===== config.mk =====
export PLATFORM = sky130hd
export DESIGN_NAME = edge_timestamp
export DESIGN_NICKNAME = d
export VERILOG_FILES = /design/src/rtl/sig_acq_pkg.sv /design/src/rtl/ts_fifo.sv /design/src/rtl/edge_timestamp.sv
export SDC_FILE = /design/constraint.sdc
export NUM_CORES = 1
export LEC_CHECK = 0
export CORE_ASPECT_RATIO = 0.75
export CORE_MARGIN = 2
export CORE_UTILIZATION = 65
export CTS_BUF_LIST = sky130_fd_sc_hd__clkbuf_8
export DETAILED_ROUTE_END_ITERATION = 10
export GPL_TIMING_DRIVEN = 0
export PLACE_DENSITY = 0.93
export SETUP_SLACK_MARGIN = 0.1
export SLEW_MARGIN = 5
export SYNTH_ARGS = -nofsm -noshare
export SYNTH_HDL_FRONTEND = slang
export SYNTH_SLANG_ARGS = --single-unit

===== constraint.sdc =====
create_clock -name clk -period 9.9 [get_ports clk]
set_clock_uncertainty 0.1 [all_clocks]
set_input_delay 0.99 -clock clk [delete_from_list [all_inputs] [get_ports clk]]
set_output_delay 0.99 -clock clk [all_outputs]
set_load 0.02 [all_outputs]

===== src/rtl/sig_acq_pkg.sv =====
`default_nettype none
// ============================================================================
// Module   : sig_acq_pkg
// Purpose  : Shared widths, edge-select encodings and timestamp word layout
//            for the signal acquisition path.
// Revision : 1.0 - initial release
// ============================================================================
package sig_acq_pkg;

    localparam int TS_CNT_W = 28;
    localparam int EPOCH_W  = 8;
    localparam int TS_W     = 37;

    typedef enum logic [1:0] {
        EDGE_NONE = 2'b00,
        EDGE_RISE = 2'b01,
        EDGE_FALL = 2'b10,
        EDGE_BOTH = 2'b11
    } edge_sel_e;

    // Timestamp word: {pol, epoch, count}
    localparam int TS_CNT_LSB   = 0;
    localparam int TS_EPOCH_LSB = TS_CNT_W;
    localparam int TS_POL_BIT   = TS_CNT_W + EPOCH_W;

    function automatic logic [TS_W-1:0] pack_ts(
        input logic                pol,
        input logic [EPOCH_W-1:0]  epoch,
        input logic [TS_CNT_W-1:0] cnt
    );
        return {pol, epoch, cnt};
    endfunction

endpackage
`default_nettype wire


===== src/rtl/ts_fifo.sv =====
`default_nettype none
// ============================================================================
// Module   : ts_fifo
// Purpose  : Synchronous first-word-fall-through FIFO with flush.
// Revision : 1.0 - initial release
// ============================================================================
module ts_fifo #(
    parameter int WIDTH = 37,
    parameter int DEPTH = 8
) (
    input  logic                       clk,
    input  logic                       rst,
    input  logic                       i_flush,
    input  logic                       i_wr_en,
    input  logic [WIDTH-1:0]           i_wr_data,
    input  logic                       i_rd_en,
    output logic [WIDTH-1:0]           o_rd_data,
    output logic                       o_full,
    output logic                       o_empty,
    output logic [$clog2(DEPTH):0]     o_level
);

    localparam int c_AW = $clog2(DEPTH);

    logic [WIDTH-1:0] r_mem [DEPTH];
    logic [c_AW:0]    r_wptr;
    logic [c_AW:0]    r_rptr;
    logic             w_full;
    logic             w_empty;
    logic             w_rd;
    logic             w_wr;

    assign w_empty = (r_wptr == r_rptr);
    assign w_full  = (r_wptr[c_AW] != r_rptr[c_AW]) &&
                     (r_wptr[c_AW-1:0] == r_rptr[c_AW-1:0]);

    // A read in the same cycle frees the slot, so a full FIFO still accepts
    assign w_rd = i_rd_en & ~w_empty & ~i_flush;
    assign w_wr = i_wr_en & ~i_flush & (~w_full | w_rd);

    always_ff @(posedge clk or negedge rst) begin
        if (!rst) begin
            r_wptr <= '0;
            r_rptr <= '0;
        end else if (i_flush) begin
            r_wptr <= '0;
            r_rptr <= '0;
        end else begin
            if (w_wr) r_wptr <= r_wptr + (c_AW+1)'(1);
            if (w_rd) r_rptr <= r_rptr + (c_AW+1)'(1);
        end
    end

    always_ff @(posedge clk) begin
        if (w_wr) r_mem[r_wptr[c_AW-1:0]] <= i_wr_data;
    end

    assign o_rd_data = w_empty ? '0 : r_mem[r_rptr[c_AW-1:0]];
    assign o_full    = w_full;
    assign o_empty   = w_empty;
    assign o_level   = r_wptr - r_rptr;

endmodule
`default_nettype wire


===== src/rtl/edge_timestamp.sv =====
`default_nettype none
// ============================================================================
// Module   : edge_timestamp
// Purpose  : Time-stamps selected edges of an async signal with the 28-bit
//            timer count plus wrap epoch; flags loss of signal.
// Revision : 1.0 - initial release
// ============================================================================
module edge_timestamp
    import sig_acq_pkg::*;
#(
    parameter int SYNC_STAGES = 2,
    parameter int FIFO_DEPTH  = 8,
    parameter int LOST_TICKS  = 100
) (
    input  logic                         clk,
    input  logic                         rst,
    input  logic                         clr,
    input  logic                         sig_in,
    input  logic [1:0]                   edge_sel,
    input  logic [TS_CNT_W-1:0]          tmr_count,
    input  logic                         tmr_10ms,
    output logic [TS_W-1:0]              ts_data,
    output logic                         ts_valid,
    input  logic                         ts_ready,
    output logic [$clog2(FIFO_DEPTH):0]  fifo_level,
    output logic                         overflow,
    output logic                         sig_lost
);

    localparam int                  c_LOST_W = $clog2(LOST_TICKS + 1);
    localparam logic [c_LOST_W-1:0] c_LOST   = c_LOST_W'(LOST_TICKS);

    logic [SYNC_STAGES-1:0] r_sync;
    logic                   r_hist;
    logic                   r_msb;
    logic [EPOCH_W-1:0]     r_epoch;
    logic                   r_overflow;
    logic [c_LOST_W-1:0]    r_lost_cnt;

    logic                   w_sync;
    logic                   w_rise;
    logic                   w_fall;
    logic                   w_hit;
    logic                   w_wrap;
    logic [EPOCH_W-1:0]     w_epoch_now;
    logic                   w_full;
    logic                   w_empty;
    logic                   w_rd;

    // Synchronizer and history flops are deliberately untouched by clr
    always_ff @(posedge clk or negedge rst) begin
        if (!rst) begin
            r_sync <= '0;
            r_hist <= 1'b0;
            r_msb  <= 1'b0;
        end else begin
            r_sync <= {r_sync[SYNC_STAGES-2:0], sig_in};
            r_hist <= r_sync[SYNC_STAGES-1];
            r_msb  <= tmr_count[TS_CNT_W-1];
        end
    end

    assign w_sync = r_sync[SYNC_STAGES-1];
    assign w_rise = w_sync & ~r_hist;
    assign w_fall = ~w_sync & r_hist;
    assign w_hit  = (w_rise & edge_sel[0]) | (w_fall & edge_sel[1]);

    // Fold a same-cycle wrap into the stamp so epoch and count stay coherent
    assign w_wrap      = r_msb & ~tmr_count[TS_CNT_W-1];
    assign w_epoch_now = r_epoch + EPOCH_W'(w_wrap);

    assign w_rd = ts_valid & ts_ready;

    always_ff @(posedge clk or negedge rst) begin
        if (!rst) begin
            r_epoch    <= '0;
            r_overflow <= 1'b0;
            r_lost_cnt <= '0;
        end else if (clr) begin
            r_epoch    <= '0;
            r_overflow <= 1'b0;
            r_lost_cnt <= '0;
        end else begin
            r_epoch <= w_epoch_now;
            if (w_hit && w_full && !w_rd) r_overflow <= 1'b1;
            if (w_rise || w_fall)
                r_lost_cnt <= '0;
            else if (tmr_10ms && (r_lost_cnt != c_LOST))
                r_lost_cnt <= r_lost_cnt + c_LOST_W'(1);
        end
    end

    ts_fifo #(
        .WIDTH (TS_W),
        .DEPTH (FIFO_DEPTH)
    ) u_fifo (
        .clk       (clk),
        .rst       (rst),
        .i_flush   (clr),
        .i_wr_en   (w_hit),
        .i_wr_data (pack_ts(w_rise, w_epoch_now, tmr_count)),
        .i_rd_en   (ts_ready),
        .o_rd_data (ts_data),
        .o_full    (w_full),
        .o_empty   (w_empty),
        .o_level   (fifo_level)
    );

    assign ts_valid = ~w_empty;
    assign overflow = r_overflow;
    assign sig_lost = (r_lost_cnt == c_LOST);

endmodule
`default_nettype wire


==> results.json <==
{
  "die_w_um": 165,
  "max_freq_mhz": 184,
  "core_area_um2": 19200,
  "dr.pass1.iters": 5,
  "drv_cap": 0,
  "synth_nets": 636,
  "synth-xor-area-share_pct": 1.32,
  "critical_path_buf_inv_count": 7,
  "start_util_pct": 65.8,
  "clk_latency_ps": 550,
  "vias": 6457,
  "worstPathRequired_ps": 8810,
  "synth_fa_ha_area_share_pct": 1.25,
  "synth_cell_type_count": 33,
  "post-cts-setup-buffers": 0,
  "grt_pass1_vias": 6912,
  "grt_pass1_wl_mm": 39.2,
  "portBuffers": 79,
  "ff_latch_area_um2": 9590,
  "wl_per_cell_um": 25.2,
  "muxShareOfSynthArea_pct": 13.4,
  "setup_violations": 0,
  "yosysSeqAreaShare_pct": 76.1,
  "final_core_util_pct": 77.4,
  "synth_top_family_by_area": "multiplexers",
  "slew_headroom_pct": 41.9,
  "worst_pin_slew_ps": 867,
  "synth-edff-count": 296,
  "final_common_cell": "edfxtp_1",
  "ctsHtreeMaxLevel": 2,
  "yosys.area_share.simple_pct": 2.56,
  "min_period_ps": 5430,
  "place_ws_ps": 5080,
  "clockRootBuffer": "clkbuf_8",
  "dp.cells": 934,
  "viasPerCell": 6.32,
  "rows": 44,
  "worst_slack_ps": 4470,
  "cts_hold_buffers": 0,
  "dp_hpwl_mm": 16.3,
  "synthFlopType": "edfxtp_1",
  "slew_violations": 0,
  "total_power_w": 0.00292,
  "layout-drive-gt1-share_pct": 24.4,
  "multi_input_area_um2": 2840,
  "drt_wl_total_mm": 25.8,
  "grt_max_degree": 29,
  "hold_path_class": "flop to flop",
  "drt-initial-drc-count": 728,
  "cts_buffer_depth": 3,
  "antenna_found_initial": 2,
  "pin_count": 80,
  "cp-end-kind": "output pin",
  "path_cells": "buf_2 -> buf_2 -> buf_2 -> inv_1 -> ha_1 -> and3_1 -> buf_2 -> a21oi_4 -> buf_2 -> a22o_1 -> clkdlybuf4s50_1",
  "clock_sinks": 324,
  "gp_congestion": 0.809,
  "fill_cells": 951,
  "crit_type": "flop to output pin",
  "arrival_ps": 4340,
  "layout_common_cells": "edfxtp_1, clkdlybuf4s50_1, mux4_2, clkbuf_8, a22o_1",
  "synth_compound_area_share_pct": 3.56,
  "crit_top_cell": "buf_2",
  "crit_path_top_delay_cell": "clkdlybuf4s50_1",
  "netlist_area_um2": 12600,
  "hold_viol_final": 0,
  "peakVddDrop_uv": 131,
  "p_leak_nw": 4.97,
  "stdcell_count": 1021,
  "die_area_um2": 20500,
  "overflow": 0,
  "status": "completed",
  "rsz0062_at_grt": "false",
  "area_growth_pct": 17.7,
  "powerDensity_nw_per_um2": 197,
  "finalNetCount": 778,
  "ant_nets": 0,
  "finalCritPeriodShare_pct": 54.8,
  "worstPathMaxFanout": 10,
  "track_usage_pct": 26.3,
  "clk_pin_slew_ps": 60,
  "cts_buffers": 47,
  "start_kind": "flop",
  "synth_warnings": 0,
  "syn_area_per_cell_um2": 21.4,
  "cts_tree": "done",
  "synth_seq_cells": 324,
  "cpLargestDelayFamily": "buffers and inverters",
  "drc": 0,
  "synthCells": 588,
  "fp.dieH_um": 125,
  "ctsResizeCount": 0,
  "cpPeakStageDelay_ps": 650,
  "setup_tns_ps": 0,
  "postSynth.asyncResetShare_pct": 8.64
}
[sequential cells by signal, indices dropped and copies added, names as in the netlist]
register / flops
u_fifo.r_wptr: 4
u_fifo.r_mem: 296
r_epoch: 8
r_lost_cnt: 7
overflow: 1
r_sync: 2
r_hist: 1
r_msb: 1
u_fifo.r_rptr: 4
[cells by family after synthesis]
family | Yosys count
AOI/OAI and AO/OA | 53
buffers and inverters | 39
muxes | 76
DFF | 324
and+or+nand+nor | 65
adders and majority gates | 12
xor gates and xnor gates | 19
[path summary, 6_finish.rpt]
path | depth (start not counted) | to | startpoint | slack, ps
min in group asynchronous | 1 | r_lost_cnt[3] | rst | 370
hold reg to reg | 0 | r_sync[1] | r_sync[0] | 250
setup / recovery | 11 | ts_data[31] | u_fifo.r_rptr[1] | 4470
setup reg to reg | 11 | u_fifo.r_mem[0][22] | u_fifo.r_rptr[1] | 5760
hold / removal | 0 | r_sync[1] | r_sync[0] | 250
max in group asynchronous | 1 | u_fifo.r_wptr[1] | rst | 8900
[routing by layer]
metal | share of wire [%] | up-vias | GRT usage, %
met4 | 2.0 | 0 | 8.39
met5 | 0 | - | 0
met1 | 38 | 3342 | 36.2
met2 | 52 | 343 | 43.2
met3 | 8.4 | 49 | 5.63
li1 | - | 2723 | -
[stage by stage]
| stage | hold slack, ps | cell area [µm²] |
|---|---|---|
| 2_1_floorplan | 231 | 12600 |
| 3_3_place_gp | 233 | 13700 |
| 3_5_place_dp | 239 | 14000 |
| 4_1_cts | 252 | 14800 |
| 5_1_grt | 255 | 14800 |
| 6_report | 250 | 14800 |
[power by group]
part           switching [W]  total, W  internal (W)
clock               0.000479  0.000953      0.000473
sequential        0.00000653   0.00151       0.00150
combinational       0.000235  0.000462      0.000226
[area by class of cell]
cell class / instances / share of cell area, %
Timing Repair Buffer: 93 / 6.82
Sequential cell: 324 / 64.7
Buffer: 28 / 1.27
Inverter: 11 / 0.278
Antenna cell: 1 / 0.0169
Clock inverter: 39 / 1.32
Tap cell: 253 / 2.13
Multi-Input combinational cell: 225 / 19.1
Clock buffer: 47 / 4.36
[synthesized netlist by cell type, types with 2 or more instances]
| cell type | instances | area share [%] |
|---|---|---|
| nand3_1 | 5 | 0.20 |
| buf_12 | 2 | 0.32 |
| o211ai_1 | 2 | 0.12 |
| edfxtp_1 | 296 | 71 |
| and3_1 | 7 | 0.35 |
| inv_1 | 11 | 0.33 |
| nor3_1 | 4 | 0.16 |
| nand4_1 | 4 | 0.20 |
| a22o_1 | 38 | 2.6 |
| nor2_1 | 21 | 0.63 |
| mux2i_1 | 2 | 0.16 |
| xor2_1 | 8 | 0.56 |
| nand2_1 | 10 | 0.30 |
| nor2b_1 | 9 | 0.45 |
| buf_6 | 4 | 0.36 |
| dfrtp_1 | 28 | 5.6 |
| xnor2_1 | 11 | 0.76 |
| buf_2 | 16 | 0.64 |
| a21oi_1 | 7 | 0.28 |
| or3_1 | 2 | 0.099 |
| clkbuf_1 | 5 | 0.15 |
| a21oi_4 | 2 | 0.26 |
| ha_1 | 11 | 1.1 |
| mux4_2 | 74 | 13 |
Note: power is estimated with default switching activity, not from simulation.
